### src/rtl/cpu_pkg.sv
`default_nettype none
// ============================================================================
// Module   : cpu_pkg
// Purpose  : Shared types and constants for the fetch stage and the
//            datapath controller (state encoding, instruction layout).
// Revision : 1.0 - initial release
// ============================================================================
package cpu_pkg;

  // Instruction word width seen by decode and the datapath controller
  localparam int INSTR_W    = 32;
  localparam int OPCODE_MSB = 31;
  localparam int OPCODE_LSB = 26;
  localparam int OPCODE_W   = OPCODE_MSB - OPCODE_LSB + 1;

  // Word inserted on flush or bubble; decodes as OpCode 000000
  localparam logic [INSTR_W-1:0] NOP_WORD = 32'h0000_0000;

  // Fetch sequencer states
  typedef enum logic [1:0] {
    IDLE  = 2'd0,
    FETCH = 2'd1,
    KILL  = 2'd2,
    HOLD  = 2'd3
  } fetch_state_t;

  // Redirect targets are word addresses; the low two bits carry no meaning
  function automatic logic [INSTR_W-1:0] align_word(input logic [INSTR_W-1:0] addr);
    return {addr[INSTR_W-1:2], 2'b00};
  endfunction

endpackage
`default_nettype wire

### src/rtl/if_id_register.sv
`default_nettype none
// ============================================================================
// Module   : if_id_register
// Purpose  : IF/ID pipeline register holding the fetched instruction, its
//            PC+4 and a valid flag. Flush beats hold, hold beats load.
// Revision : 1.0 - initial release
// ============================================================================
module if_id_register
  import cpu_pkg::*;
#(
  parameter logic [INSTR_W-1:0] NOP_WORD = cpu_pkg::NOP_WORD
) (
  input  logic               Clk,
  input  logic               Rst,
  input  logic               load,
  input  logic               flush,
  input  logic               hold,
  input  logic [INSTR_W-1:0] load_instr,
  input  logic [31:0]        load_pc_plus4,
  output logic [INSTR_W-1:0] Instr,
  output logic [31:0]        PcPlus4,
  output logic               InstrValid
);

  // Pipeline register update: reset, then flush to a bubble, then load unless held
  always_ff @(posedge Clk) begin
    if (Rst) begin
      Instr      <= NOP_WORD;
      PcPlus4    <= 32'h0;
      InstrValid <= 1'b0;
    end else if (flush) begin
      Instr      <= NOP_WORD;
      InstrValid <= 1'b0;
    end else if (load && !hold) begin
      Instr      <= load_instr;
      PcPlus4    <= load_pc_plus4;
      InstrValid <= 1'b1;
    end
  end

endmodule
`default_nettype wire

### src/rtl/instruction_fetch_stage.sv
`default_nettype none
// ============================================================================
// Module   : instruction_fetch_stage
// Purpose  : Holds the PC, issues instruction-memory requests over a ready
//            handshake, owns the IF/ID register and a one-entry skid buffer,
//            and handles stall, branch redirect and flush.
// Revision : 1.0 - initial release
// ============================================================================
module instruction_fetch_stage #(
  parameter logic [31:0] RESET_PC = 32'h0000_0000,
  parameter logic [31:0] NOP_WORD = cpu_pkg::NOP_WORD
) (
  input  logic        Clk,
  input  logic        Rst,
  input  logic        Stall,
  input  logic        BranchTaken,
  input  logic [31:0] BranchTarget,
  output logic        ImemReq,
  output logic [31:0] ImemAddr,
  input  logic        ImemRdy,
  input  logic [31:0] ImemData,
  output logic [31:0] Instr,
  output logic [5:0]  OpCode,
  output logic [31:0] PcPlus4,
  output logic        InstrValid
);

  import cpu_pkg::*;

  fetch_state_t       state;
  logic [31:0]        pc;
  logic [31:0]        redir_pc;
  logic [INSTR_W-1:0] skid_instr;
  logic [31:0]        skid_pc_plus4;
  logic               skid_valid;

  logic [31:0]        branch_target;
  logic [31:0]        pc_plus4;
  logic               accept;

  logic               ifid_load;
  logic               ifid_flush;
  logic               ifid_hold;
  logic [INSTR_W-1:0] ifid_instr;
  logic [31:0]        ifid_pc_plus4;

  assign branch_target = align_word(BranchTarget);
  assign pc_plus4      = pc + 32'd4;
  // IF/ID can take a new word when it is empty or decode is consuming it
  assign accept        = !InstrValid || !Stall;
  assign ifid_hold     = InstrValid && Stall;

  // Request side depends only on registered state, never on this cycle's inputs
  assign ImemReq  = (state == FETCH) || (state == KILL);
  assign ImemAddr = pc;
  assign OpCode   = Instr[OPCODE_MSB:OPCODE_LSB];

  // IF/ID control: decide whether to load memory/skid data or insert a bubble
  always_comb begin
    ifid_load     = 1'b0;
    ifid_flush    = 1'b0;
    ifid_instr    = ImemData;
    ifid_pc_plus4 = pc_plus4;
    case (state)
      FETCH: begin
        if (BranchTaken) begin
          ifid_flush = 1'b1;
        end else if (ImemRdy) begin
          ifid_load = accept;
        end else if (!Stall) begin
          ifid_flush = 1'b1;
        end
      end
      KILL: begin
        // The killed response never reaches decode
        ifid_flush = 1'b1;
      end
      HOLD: begin
        if (BranchTaken) begin
          ifid_flush = 1'b1;
        end else if (!Stall) begin
          ifid_load     = skid_valid;
          ifid_instr    = skid_instr;
          ifid_pc_plus4 = skid_pc_plus4;
        end
      end
      default: begin
      end
    endcase
  end

  // Fetch sequencer: PC, redirect target and skid buffer
  always_ff @(posedge Clk) begin
    if (Rst) begin
      state         <= IDLE;
      pc            <= RESET_PC;
      redir_pc      <= 32'h0;
      skid_instr    <= NOP_WORD;
      skid_pc_plus4 <= 32'h0;
      skid_valid    <= 1'b0;
    end else begin
      case (state)
        IDLE: begin
          state <= FETCH;
          if (BranchTaken) pc <= branch_target;
        end
        FETCH: begin
          if (BranchTaken) begin
            skid_valid <= 1'b0;
            if (ImemRdy) begin
              // Response arrives with the redirect: drop it and refetch at once
              pc <= branch_target;
            end else begin
              // Request is still outstanding; wait it out before redirecting
              redir_pc <= branch_target;
              state    <= KILL;
            end
          end else if (ImemRdy) begin
            pc <= pc_plus4;
            if (!accept) begin
              skid_instr    <= ImemData;
              skid_pc_plus4 <= pc_plus4;
              skid_valid    <= 1'b1;
              state         <= HOLD;
            end
          end
        end
        KILL: begin
          if (ImemRdy) begin
            pc    <= BranchTaken ? branch_target : redir_pc;
            state <= FETCH;
          end else if (BranchTaken) begin
            redir_pc <= branch_target;
          end
        end
        HOLD: begin
          if (BranchTaken) begin
            skid_valid <= 1'b0;
            pc         <= branch_target;
            state      <= FETCH;
          end else if (!Stall) begin
            skid_valid <= 1'b0;
            state      <= FETCH;
          end
        end
        default: state <= IDLE;
      endcase
    end
  end

  if_id_register #(
    .NOP_WORD (NOP_WORD)
  ) u_if_id (
    .Clk           (Clk),
    .Rst           (Rst),
    .load          (ifid_load),
    .flush         (ifid_flush),
    .hold          (ifid_hold),
    .load_instr    (ifid_instr),
    .load_pc_plus4 (ifid_pc_plus4),
    .Instr         (Instr),
    .PcPlus4       (PcPlus4),
    .InstrValid    (InstrValid)
  );

endmodule
`default_nettype wire

### config.mk
export PLATFORM = sky130hd
export DESIGN_NAME = instruction_fetch_stage
export DESIGN_NICKNAME = d
export VERILOG_FILES = /design/src/rtl/cpu_pkg.sv /design/src/rtl/if_id_register.sv /design/src/rtl/instruction_fetch_stage.sv
export SDC_FILE = /design/constraint.sdc
export NUM_CORES = 1
export LEC_CHECK = 0
export CAP_MARGIN = 20
export CORE_MARGIN = 8
export CORE_UTILIZATION = 33
export DETAILED_ROUTE_END_ITERATION = 8
export MAX_ROUTING_LAYER = met4
export PLACE_DENSITY_LB_ADDON = 0.1
export REMOVE_ABC_BUFFERS = 1
export SETUP_SLACK_MARGIN = 0.5
export SYNTH_ARGS = -nofsm -noshare
export SYNTH_HDL_FRONTEND = slang
export SYNTH_SLANG_ARGS = --single-unit
### constraint.sdc
create_clock -name Clk -period 4.5 [get_ports Clk]
set_input_delay 0.675 -clock Clk [delete_from_list [all_inputs] [get_ports Clk]]
set_output_delay 0.675 -clock Clk [all_outputs]
set_load 0.005 [all_outputs]
Word level (Yosys, flattened, before mapping)

Cells that the tools add are included.

Add/sub/neg operators: 1
Eq/ne operators: 13
Multiplexer cells: 41
Bitwise operators: 3
Reductions and logical operators: 18

Operators with widths:

| kind                  | number |
|---|---|
| $mux 32               | 15 |
| $pmux 32 s3           | 1 |
| $pmux 32 s2           | 1 |
| $add 32x3->32 const B | 1 |
| $mux 2                | 7 |
| $mux 1                | 13 |
| $ne 3x3->1 const B    | 4 |
| $reduce_and 4->1      | 3 |
| $ne 2x2->1 const B    | 5 |
| $pmux 2 s4            | 1 |
| $reduce_and 5->1      | 1 |
| $eq 2x2->1 const B    | 2 |
| $pmux 1 s2            | 2 |
| $reduce_bool 2->1     | 2 |
| $reduce_or 2->1       | 2 |
| $logic_not 1->1       | 3 |
| $not 1->1             | 3 |
| $pmux 1 s3            | 1 |
| $reduce_and 3->1      | 1 |
| $eq 2x1->1 const B    | 1 |
| $logic_and 1x1->1     | 2 |
| $logic_not 2->1       | 1 |
| $logic_or 1x1->1      | 2 |
| $ne 2x1->1 const B    | 1 |
| $reduce_and 2->1      | 1 |

Bits in registers: 196
Bits of input ports: 69
Output and inout port bits: 104

Longest topological paths before layout

Depth in word-level cells: 7
Gate-level depth with buffers: 9
Gate-level depth less buffers: 7

Cells and area by module

Synthesis repeated with hierarchy kept, for this count alone.

Cells, all modules: 1312
Area total of the unflattened synthesis: 9534.1 um^2

Modules (own cells, without submodules):

| module                  | times used | cells each | area an instance (um^2) | seq. area each (um^2) |
|---|---|---|---|---|
| instruction_fetch_stage | 1          | 1026       | 7238.2                  | 2622.5 |
| if_id_register          | 1          | 286        | 2296.0                  | 1301.2 |

Worst setup path after synthesis

Ideal clock, no wire load.

Path type: in2reg
Start: in BranchTaken
End: reg u_if_id.PcPlus4[10]
Setup time: 70 ps
Arrival time: 1986 ps
Data required time: 4430 ps
Slack: 2443 ps
Stages on the path: 6
Buffers on the path: 3
Cell sequence: buf_2 -> or3b_2 -> clkbuf_1 -> buf_2 -> a211o_1 -> a21oi_1

Cells in the longest elaborated chain, start to end: 4
Elaborated cells between the ends (all ways): 11
Classes of those cells: mux: 8; bitwise: 1; reduce/logical: 2

Ends and longest elaborated chain:

| what                                                            | line                                                         | text |
|---|---|---|
| from (decl)                                                     | instruction_fetch_stage.sv:16                                | `input logic BranchTaken,` |
| $mux 1 (on tied branches)                                       | instruction_fetch_stage.sv:79, instruction_fetch_stage.sv:66 |  |
| $pmux 1 s3 or $pmux 1 s2 (tied branches)                        | instruction_fetch_stage.sv:64                                | `case (state)` |
| $not 1->1 (no source line) or $logic_and 1x1->1 (tied branches) | --                                                           |  |
| $reduce_and 2->1 (no source line)                               | --                                                           |  |
| to (signal assigned)                                            | if_id_register.sv:36                                         | `PcPlus4 <= load_pc_plus4;` |
| to (decl)                                                       | if_id_register.sv:21                                         | `output logic [31:0] PcPlus4,` |

Parallel ways exist; a longest one is shown, timed or not.
A chain may end at the register's enable or synchronous reset.

Worst setup path after layout

Start: reg state[1]
End: reg u_if_id.PcPlus4[22]

Cells in the longest elaborated chain, start to end: 4
Elaborated cells between the ends (all ways): 9
Classes of those cells: eq/ne: 3; mux: 3; bitwise: 1; reduce/logical: 2

Ends and longest elaborated chain:

| what                                                            | line                           | text |
|---|---|---|
| from (decl)                                                     | instruction_fetch_stage.sv:30  | `fetch_state_t state;` |
| from (signal assigned)                                          | instruction_fetch_stage.sv:95  | `state <= IDLE;` |
| from (signal assigned)                                          | instruction_fetch_stage.sv:104 | `state <= FETCH;` |
| from (signal assigned)                                          | instruction_fetch_stage.sv:116 | `state <= KILL;` |
| $eq 2x2->1 or $eq 2x1->1 (tied branches)                        | instruction_fetch_stage.sv:64  |  |
| $pmux 1 s3 or $pmux 1 s2 (tied branches)                        | instruction_fetch_stage.sv:64  |  |
| $not 1->1 (no source line) or $logic_and 1x1->1 (tied branches) | --                             |  |
| $reduce_and 2->1 (no source line)                               | --                             |  |

Parallel ways exist; a longest one is shown, timed or not.

==> results <==
- The clock buffer count from CTS is 17.
- After synthesis the cells add up to a little over 0.009 mm2.
- The final weighted congestion of routability-driven global placement is 0.771.
- The number of hold buffers added after CTS was 0.
- Yosys mapped a number of flops with a built-in enable equal to 0.
- The H-tree was split into 4 levels.
- The fmax is between 300 and 400 MHz.
- The share of synthesized area spent on multiplexers is between 1 and 1.5%.
- The total track usage is between 15 and 20%.
- The synthesized-area fraction occupied by and/or/nand/nor cells is about a quarter.
- The logic gate share of total power is between 20% and 30%.
- The worst hold path begins at u_if_id.PcPlus4[9].
- The number of I/O port buffers is between 150 and 200.
- Relative to the synthesized area, the layout overhead comes to 27.7%.
- The reg-to-reg critical path startpoint is state[1].
- In the final routed layout, each cell accounts on average for around 18 um.
- In the layout the commonest cells are nand2_1 (255), dfxtp_1 (196), clkdlybuf4s50_1 (169).
- For the pin with the worst max-slew slack, the measured transition is 0.966 ns.
- Once the clock tree was built, the resizer swapped 0 gates to a different size.
- The total via count after detailed routing is between 8,000 and 9,000.
- The detailed-route vias per instance is between 5 and 6.
- The global-route wire length before repair is about 46 mm.
- The count of max-cap constraint violations is 0.
- The fraction of registers with async set or reset after synthesis is 0%.
- The total internal power is 3.19 mW.
- The number of global-route vias before repair is 7,977.
- The first-pass iteration count of the detailed router is 5.
- The worst relative slew slack is approximately 36%.
- Row generation in the floorplan step produced just over 60 rows.
- The count of antenna-violating nets left after detailed routing is 0.
- The synthesized-area fraction occupied by ao, oa, aoi and oai cells is about a quarter.
- The count of cells along the worst hold path is 2.
- The adder-cell share of the synthesized area is 0.674%.
- The depth of the most critical reg-to-reg path is 9.
- The worst register-to-register path has a setup slack of 1.55 ns.
- The critical path startpoint category is a flop.
- The endpoint with the worst hold slack is u_if_id.PcPlus4[9].
- The worst min-delay path class is reg2reg.
- The maximum buffer depth of the clock tree is 2.
- The worst register-to-register path ends at u_if_id.PcPlus4[22].
- Averaged over all synthesized cells, the footprint is 7.85 um2.
- The count of endpoints failing hold in the final timing report is 0.
- The area share of xor/xnor cells in the synthesized design is around 2.5%.
- For this run, the register share of the synthesized area comes to a little over two fifths.
- The leading cell type in the layout, fill and taps excluded is nand2_1.
- The detailed-route DRC error count is 0.
- After the first detailed-routing iteration, the DRC count stood at 595.
- In this run the power density over the cells is approximately 390 mW/mm2.
- In this run switching power makes up 31.0% of total power.
- The worst clock skew on the final layout is between 0.015 and 0.02 ns.
- The number of antenna cells inserted is 0.
- The overall routed net length is ~29 mm.
- The number of antenna violations at the first check in global routing came to 0.
- The power spent charging and discharging nets is ~1.4 mW.
- In this run the horizontal extent of the chip is ~180 um.
- The die is approximately 180 um tall.
- The run finished with clean final reports.
- The I/O pin total is approximately 170.
- The placeable core region is 0.0277 mm2.
- Among all flip-flop cells after synthesis, the most frequent one is dfxtp_1.
- Setup violations remaining at the end of the flow were counted as 0.
- The final HPWL from detailed placement is 19.4 mm.
- Of all nets on the critical path, the largest fanout is 74.
- By area, the combinational part of the netlist is dominated by compound AO/OA/AOI/OAI gates.
- The type of element capturing the critical path is a flop.
- The clock-pin slew on the worst setup and hold paths is 0.08 ns.
- The worst setup path is of the reg2reg kind.
- The final period demand of the worst path is roughly 2.9 ns.
- The CTS root buffer is clkbuf_16.
- In this run, distinct cell masters in the synthesized netlist total 67.
- The Yosys warning count is 0.
- The portion of the clock cycle consumed by the worst path in the final layout is about 65%.
- Setup repair after global routing left no endpoint under its margin.
- Of the total power, the clock network draws 35.5%.
- The total die area is between 0.03 and 0.04 mm2.
- The arrival time at the worst endpoint is approximately 3.2 ns.
- The TritonCTS clock tree is yes.
- Synthesis handed over a netlist of between 1,000 and 1,500 instances.
- The tightest hold margin is between 0.4 and 0.5 ns.
- The post-route netlist has ~6.5% of its cells at a drive strength greater than 1.
- In this run the static leakage power is 3.95 nW.
- The effective utilization at floorplan is roughly 34%.
- For this design, the sink count on the clock tree is 196.
- The fraction of the core area covered by cells at the end of the flow is 42.8%.
- The synthesized design contains 196 register bits.
- The share of power burned in registers is approximately 43%.
- The maximum vdd ir drop is 187 uV.
- Entering global routing, the biggest net connects a little under 80 pins.
- After clock tree synthesis, the setup repair step added 0 buffers.
- For this run the aggregate overflow at the end of global routing stands at 0.
- The final max-slew violation count came to 0.
- Clock latency on the worst-skew pair, taken at its later pin, is approximately 0.44 ns.
- At the end of the flow, the number of nets in the layout was 1,362.
- STA puts the critical path data required time at around 4.8 ns.
-- layer usage --
layer / vias up / global-route usage [%] / routed length (um)
met5: - / - / 0
met2: 204 / 25.8 / 12800
met3: 15 / 3.26 / 1440
met1: 4064 / 24.4 / 14900
li1: 4387 / - / -
met4: 0 / 4.00 / 257
-- power groups by stage --
stage                     sequential, mW  clock [mW]  combinational (mW)
after floorplan                     1.99           0               0.492
after CTS                           1.97        1.69                1.01
final                               1.97        1.64                1.01
after global routing                1.99        1.75                1.11
after detailed placement            2.01           0                1.01
after global placement              2.01           0                1.01
-- sequential cells by signal (all words and copies together) (netlist names) --
| signal | cells |
|---|---|
| ImemAddr | 32 |
| redir_pc | 32 |
| skid_instr | 32 |
| skid_pc_plus4 | 32 |
| skid_valid | 1 |
| state | 2 |
| u_if_id.Instr | 32 |
| u_if_id.InstrValid | 1 |
| u_if_id.PcPlus4 | 32 |
-- stage by stage --
| stage | cells | setup TNS [ns] | cell area, um2 | power [mW] | setup WS (ns) |
|---|---|---|---|---|---|
| 6_report | 1679 | 0 | 11900 | 4.62 | 1.55 |
| 5_1_grt | 1679 | 0 | 11900 | 4.85 | 1.24 |
| 4_1_cts | 1679 | 0 | 11900 | 4.68 | 1.52 |
| 3_5_place_dp | 1647 | 0 | 11200 | 3.02 | 1.14 |
| 2_1_floorplan | 1072 | -66.00 | 8810 | 2.48 | -1.28 |
| 3_3_place_gp | 1647 | 0 | 11200 | 3.02 | 1.16 |
-- cell families after synthesis --
group | Yosys count
simple gates | 480
compound gates | 335
flops | 196
buf+inv | 128
xor+xnor | 26
mux | 13
fa+ha+maj | 5
-- worst max-delay path: stages (launching register included) --
cell,delay (ns)
dfxtp_1,0.35
inv_1,0.08
ha_1,0.22
buf_4,0.38
nor2b_1,0.35
a32o_2,0.28
buf_4,0.60
a21boi_0,0.20
a31oi_1,0.18
o22ai_1,0.09
-- cell usage after synthesis, drive strengths merged (7+ instances only) --
cell / instances / area [um2]
clkbuf: 79 / 297
buf: 32 / 173
a31oi: 14 / 87.6
nand3: 19 / 113
xor2: 14 / 123
a211oi: 29 / 223
nor2: 109 / 409
xnor2: 12 / 105
a22oi: 22 / 165
dfxtp: 196 / 3920
and4: 7 / 61.3
o211ai: 19 / 143
nand2: 255 / 957
inv: 16 / 60.1
nand2b: 15 / 93.8
a221oi: 11 / 96.3
o22ai: 9 / 56.3
a21oi: 120 / 601
o21ai: 30 / 150
a311oi: 36 / 315
mux2i: 7 / 70.1
nand4: 10 / 83.8
nor3: 24 / 136
a21boi: 8 / 60.1
-- layout make-up --
class | instances | area [um2]
clock buffers | 17 | 425
clock inverters | 15 | 191
fillers | 2872 | 15900
inverters | 17 | 63.8
multi-input cells | 859 | 4850
flip-flops and latches | 196 | 3920
well taps | 378 | 473
repair buffers | 197 | 1930
-- worst max-delay path by stage --
stage	endpoint	slack (ns)	cells past startpoint	from
4_1_cts	u_if_id.PcPlus4[22]	1.52	9	state[1]
2_1_floorplan	u_if_id.PcPlus4[17]	-1.28	5	BranchTaken
5_1_grt	u_if_id.PcPlus4[22]	1.24	9	state[1]
6_report	u_if_id.PcPlus4[22]	1.55	9	state[1]
3_3_place_gp	u_if_id.PcPlus4[24]	1.16	7	BranchTaken
3_5_place_dp	u_if_id.PcPlus4[22]	1.14	7	BranchTaken
No activity file was read; power rests on OpenSTA's default activity.
==> edit 1: new RTL, config.mk and constraints unchanged <==
Register the input `BranchTarget` before use, without a reset. The logic sees it one clock later. The other inputs are not delayed to match.
--- a/src/rtl/instruction_fetch_stage.sv
+++ b/src/rtl/instruction_fetch_stage.sv
@@ -28,4 +28,10 @@
   import cpu_pkg::*;
 
+  logic [31:0] BranchTarget_q;
+
+  always_ff @(posedge Clk) begin
+    BranchTarget_q <= BranchTarget;
+  end
+
   fetch_state_t       state;
   logic [31:0]        pc;
@@ -45,5 +51,5 @@
   logic [31:0]        ifid_pc_plus4;
 
-  assign branch_target = align_word(BranchTarget);
+  assign branch_target = align_word(BranchTarget_q);
   assign pc_plus4      = pc + 32'd4;
   // IF/ID can take a new word when it is empty or decode is consuming it
Formal check against the unedited RTL: not equivalent (a bounded check fails within 4 cycles, from zero or initial values and one cycle with Rst high).
==> edit 1 against the unedited design <==
  * Total power grew 19%
  * Clock skew shrank 0.0052 ns
  * Worst setup slack lost 0.33 ns
  * Critical path depth is the same
  * Cell area grew 8.4%
  * Non-clock buffer count shrank 6
  * Routed wire length grew 7.4%
  * Sequential cell count grew 30
  * Hold slack lost 0.0039 ns
  * Synthesized area grew 9.0%
  * Highest routed layer unchanged
==> edit 1: results (changes against the unedited design) <==
Final layout
  • Sequential cell area share: 35.2% (+2.1 points)
  • Count of plain and timing-repair buffers: 191 (-3.0%)
  • Signal buffers share of area: 14.5% (-1.7 points)
  • Inverter count: 23 (+6)
  • Share of layout cells above drive strength 1: 7.30% (+0.77 points)
  • Seq cells: 226 (+15%)
  • Clock buffer count: 46 (+29)
  • Final net count: 1423 (+4.5%)
  • Filler Cell Count: 3113 (+8.4%)
  • Multi-input gates: 880 (+2.4%)
  • Clk cell area share: 7.10% (+1.9 points)
  • Multi-input combinational area share: 38.7% (-2.2 points)

Worst setup path
  • FF-to-FF setup slack: 1.22 ns (-0.33 ns)
  • CP max-delay cell: ha_1
  • Crit path arrival time: 3.77 ns (+0.54 ns)
  • Max Fanout on Critical Path: 70 (-5.4%)
  • Max incr delay on CP: 0.66 ns (+0.06 ns)
  • RR Endpoint: u_if_id.PcPlus4[19]

Hold path
  • Hold_sp: u_if_id.PcPlus4[7]
  • Worst Hold End: u_if_id.PcPlus4[7]

Routing
  • Vias: 9073 (+4.6%)
  • DR WL met3: 1880 um (+31%)
  • DRT met1 WL: 14900 um (about the same)
  • DR WL met2: 14100 um (+10%)
  • Routed wire length: 31600 um (+7.4%)
  • WL/cell: 17.9 um (+2.1%)
  • Drt initial violations: 551 (-7.4%)

Clocking
  • Clock Path Buffers: 3 (+1)
  • Htree depth: 1 (-3)
  • TritonCTS Buffers: 27 (+10)
  • Clk_lat worst skew: 0.55 ns (+0.11 ns)
  • Reg clk slew, reported paths: 0.06 ns (-0.02 ns)

Power
  • P_leak: 4.45 nW (+13%)
  • Maximum vdd drop: 0.000264 V (+41%)

Synthesis
  • Post-synth top cells: nand2_1, dfxtp_1, a21oi_1
  • Post-Synth XOR/XNOR Area: 1.82% (-0.64 points)
  • Compound-Gate Fraction of Synth Area: 22.1% (-1.9 points)
  • Syn Inst Count: 1241 (+4.9%)
  • Library cells used by synthesis: 71 (+6.0%)
  • Sequential fraction of the synthesis area: 44.7% (+2.4 points)
  • Mux cell area share after synthesis: 2.28% (+0.79 points)
  • Synthesized-area fraction occupied by adder cells: 0.618% (-0.056 points)

Timing
  • Clock skew: 0.0116 ns (-0.00518 ns)
  • Slew Limit Headroom: 37.0% (+1.4 points)

Placement
  • Routability Congestion: 0.788 (+2.2%)
  • DP HPWL: 21300 um (+10%)
  • Placed Cells: 1716 (+4.2%)

Global routing
  • Met2 usage: 26.5% (+0.64 points)
  • Largest net degree at the start of global routing: 78 (unchanged)
  • Met1 Track Usage GR: 23.4% (-1.0 points)
  • M3 GR Usage: 2.75% (-0.51 points)
  • Gr usage total: 17.2% (-0.29 points)

Run status
  • Status: finished clean

Floorplan
  • Core area: 30400 um^2 (+9.8%)
==> edit 1: cell count changes in the layout (fill, tap and decap cells not counted), sizes merged, moves of 10 or more <==
cell / before / now
clkbuf: 17 / 46
dfxtp: 196 / 226
a21oi: 120 / 131
a211oi: 29 / 19
a22oi: 22 / 11
nor2b: 3 / 13
==> edit 1: power breakdown <==
group / switching [mW] / total, mW / internal (mW)
combinational: 0.543 / 0.998 / 0.455
sequential: 0.170 / 2.29 / 2.12
clock: 0.863 / 2.22 / 1.36
==> edit 1: per-stage QoR <==
stage | util [%] | area [um^2] | hold slack, ns | worst slack [ns]
final | 42.2 | 12900 | 0.449 | 1.22
after CTS | 42.2 | 12900 | 0.452 | 1.21
after floorplan | - | 9560 | 0.428 | -2.67
after global placement | 39.2 | 11900 | 0.440 | 1.14
after detailed placement | 39.2 | 11900 | 0.444 | 1.13
after global routing | 42.2 | 12900 | 0.468 | 0.970
==> edit 2: new RTL, same flow settings <==
Made on the original files. Reset style: asynchronous (`Rst`), changed in 2 clocked blocks.
--- a/src/rtl/if_id_register.sv
+++ b/src/rtl/if_id_register.sv
@@ -24,5 +24,5 @@
 
   // Pipeline register update: reset, then flush to a bubble, then load unless held
-  always_ff @(posedge Clk) begin
+  always_ff @(posedge Clk or posedge Rst) begin
     if (Rst) begin
       Instr      <= NOP_WORD;
--- a/src/rtl/instruction_fetch_stage.sv
+++ b/src/rtl/instruction_fetch_stage.sv
@@ -91,5 +91,5 @@
 
   // Fetch sequencer: PC, redirect target and skid buffer
-  always_ff @(posedge Clk) begin
+  always_ff @(posedge Clk or posedge Rst) begin
     if (Rst) begin
       state         <= IDLE;
Formal check against the unedited RTL: differs if Rst is asserted again (counterexample within 4 cycles, from zero or initial values and one cycle with Rst high); with Rst held inactive, the same outputs for 4 cycles.
==> edit 2 against the unedited design <==
  * First-iteration DRC count fell by 4.5%
  * Synthesized area rose by 0.69%
  * Final cell count is 14% lower
  * Routed wire length fell by 11%
  * Utilization increased by 0.26 points
  * Largest cell class is now sequential cells
  * Clock skew increased by 0.0025 ns
  * Cell area grew 1.1%
  * Non-clock buffer count down 7
  * Critical path depth fell by 3
  * Sequential cell count is the same
  * Worst setup slack improved by 0.025 ns
  * Critical path type is now in2reg
  * Register-to-register slack better by 0.08 ns
Power is not compared: it rests on default switching activity, and its combinational part moved more than twofold at a synthesized area within 25%.
==> edit 2: results (changes against the unedited design) <==
Run status
  • Status: finished clean

Worst setup path
  • Crit path arrival time: 3.25 ns (+0.02 ns)
  • Reg2reg start: ImemAddr[2]
  • RR Endpoint: u_if_id.PcPlus4[26]
  • Max Fanout on Critical Path: 18 (-76%)
  • CP max-delay cell: clkdlybuf4s50_1
  • Worst r2r path cells: 6 (-3)
  • Max incr delay on CP: 0.75 ns (+0.15 ns)
  • FF-to-FF setup slack: 1.63 ns (+0.08 ns)
  • Crit path max-delay family: simple AND/OR/NAND/NOR gates
  • Launch point of the worst path: BranchTaken

Synthesis
  • Top_reg_cell synth: dfrtp_1
  • Ys async rst share: 100% (+100 points)
  • Post-synth top cells: dfrtp_1, nand2_1, nor2_1
  • Library cells used by synthesis: 60 (-10%)

Placement
  • Area after DPL: 11400 um^2 (+1.3%)
  • Routability Congestion: 0.821 (+6.5%)
  • DP HPWL: 18300 um (-5.6%)

Global routing
  • First-pass GRT wire length: 41800 um (-9.4%)
  • Vias in the first global route: 7157 (-10%)
  • Largest net degree at the start of global routing: 104 (+33%)

Routing
  • WL/cell: 18.1 um (+3.4%)
  • Drt initial violations: 568 (-4.5%)

Timing
  • Slew Limit Headroom: 40.3% (+4.7 points)

Final layout
  • Filler Cell Count: 2663 (-7.3%)
  • Final net count: 1128 (-17%)
## edit 2: cell types whose count changed after synthesis, sizes merged, moves of 21 or more
cell	change
a211oi	-26
a21oi	-72
a22oi	-21
clkbuf	-34
dfrtp	+196
dfxtp	-196
mux2	+70
nand2	-124
## edit 2: cells by family (layout without fill, tap and decap cells)
logic type,after synthesis,count (layout),share of synthesized area (%)
compound gates,210,210,15.6
xor+xnor,26,26,2.44
fa+ha+maj,5,5,0.669
buf+inv,98,240,4.50
flops,196,196,52.5
mux,80,80,9.59
simple gates,309,309,14.7
## edit 2: routing by layer
layer	global-route usage [%]	wire length [um]
met1	21.7	12800
met2	24.2	11700
met3	3.82	1430
met4	3.45	242
met5	-	0
## edit 2: stage by stage
step | setup WS (ns) | TNS [ns] | std cells
after floorplan | -1.52 | -361.99 | 845
after global placement | 1.10 | 0 | 1413
after detailed placement | 1.12 | 0 | 1413
after CTS | 1.56 | 0 | 1444
after global routing | 1.30 | 0 | 1444
final | 1.58 | 0 | 1444
## edit 2: worst min-delay path by stage
stage,start,to,slack [ns],depth (start not counted)
after CTS,skid_pc_plus4[18],skid_pc_plus4[18],0.48,1
after detailed placement,skid_pc_plus4[18],skid_pc_plus4[18],0.47,1
after global routing,redir_pc[0],redir_pc[0],0.50,1
after global placement,skid_pc_plus4[18],skid_pc_plus4[18],0.46,1
after floorplan,skid_pc_plus4[18],skid_pc_plus4[18],0.45,1
final,skid_pc_plus4[18],skid_pc_plus4[18],0.48,1
## edit 2: layout make-up
type | instances | area share (%)
inverter | 19 | 0.657
tap | 378 | 3.94
clock buffer | 18 | 3.66
sequential | 196 | 40.9
timing repair buffer | 190 | 15.7
multi-input combinational | 630 | 33.8
clock inverter | 13 | 1.36
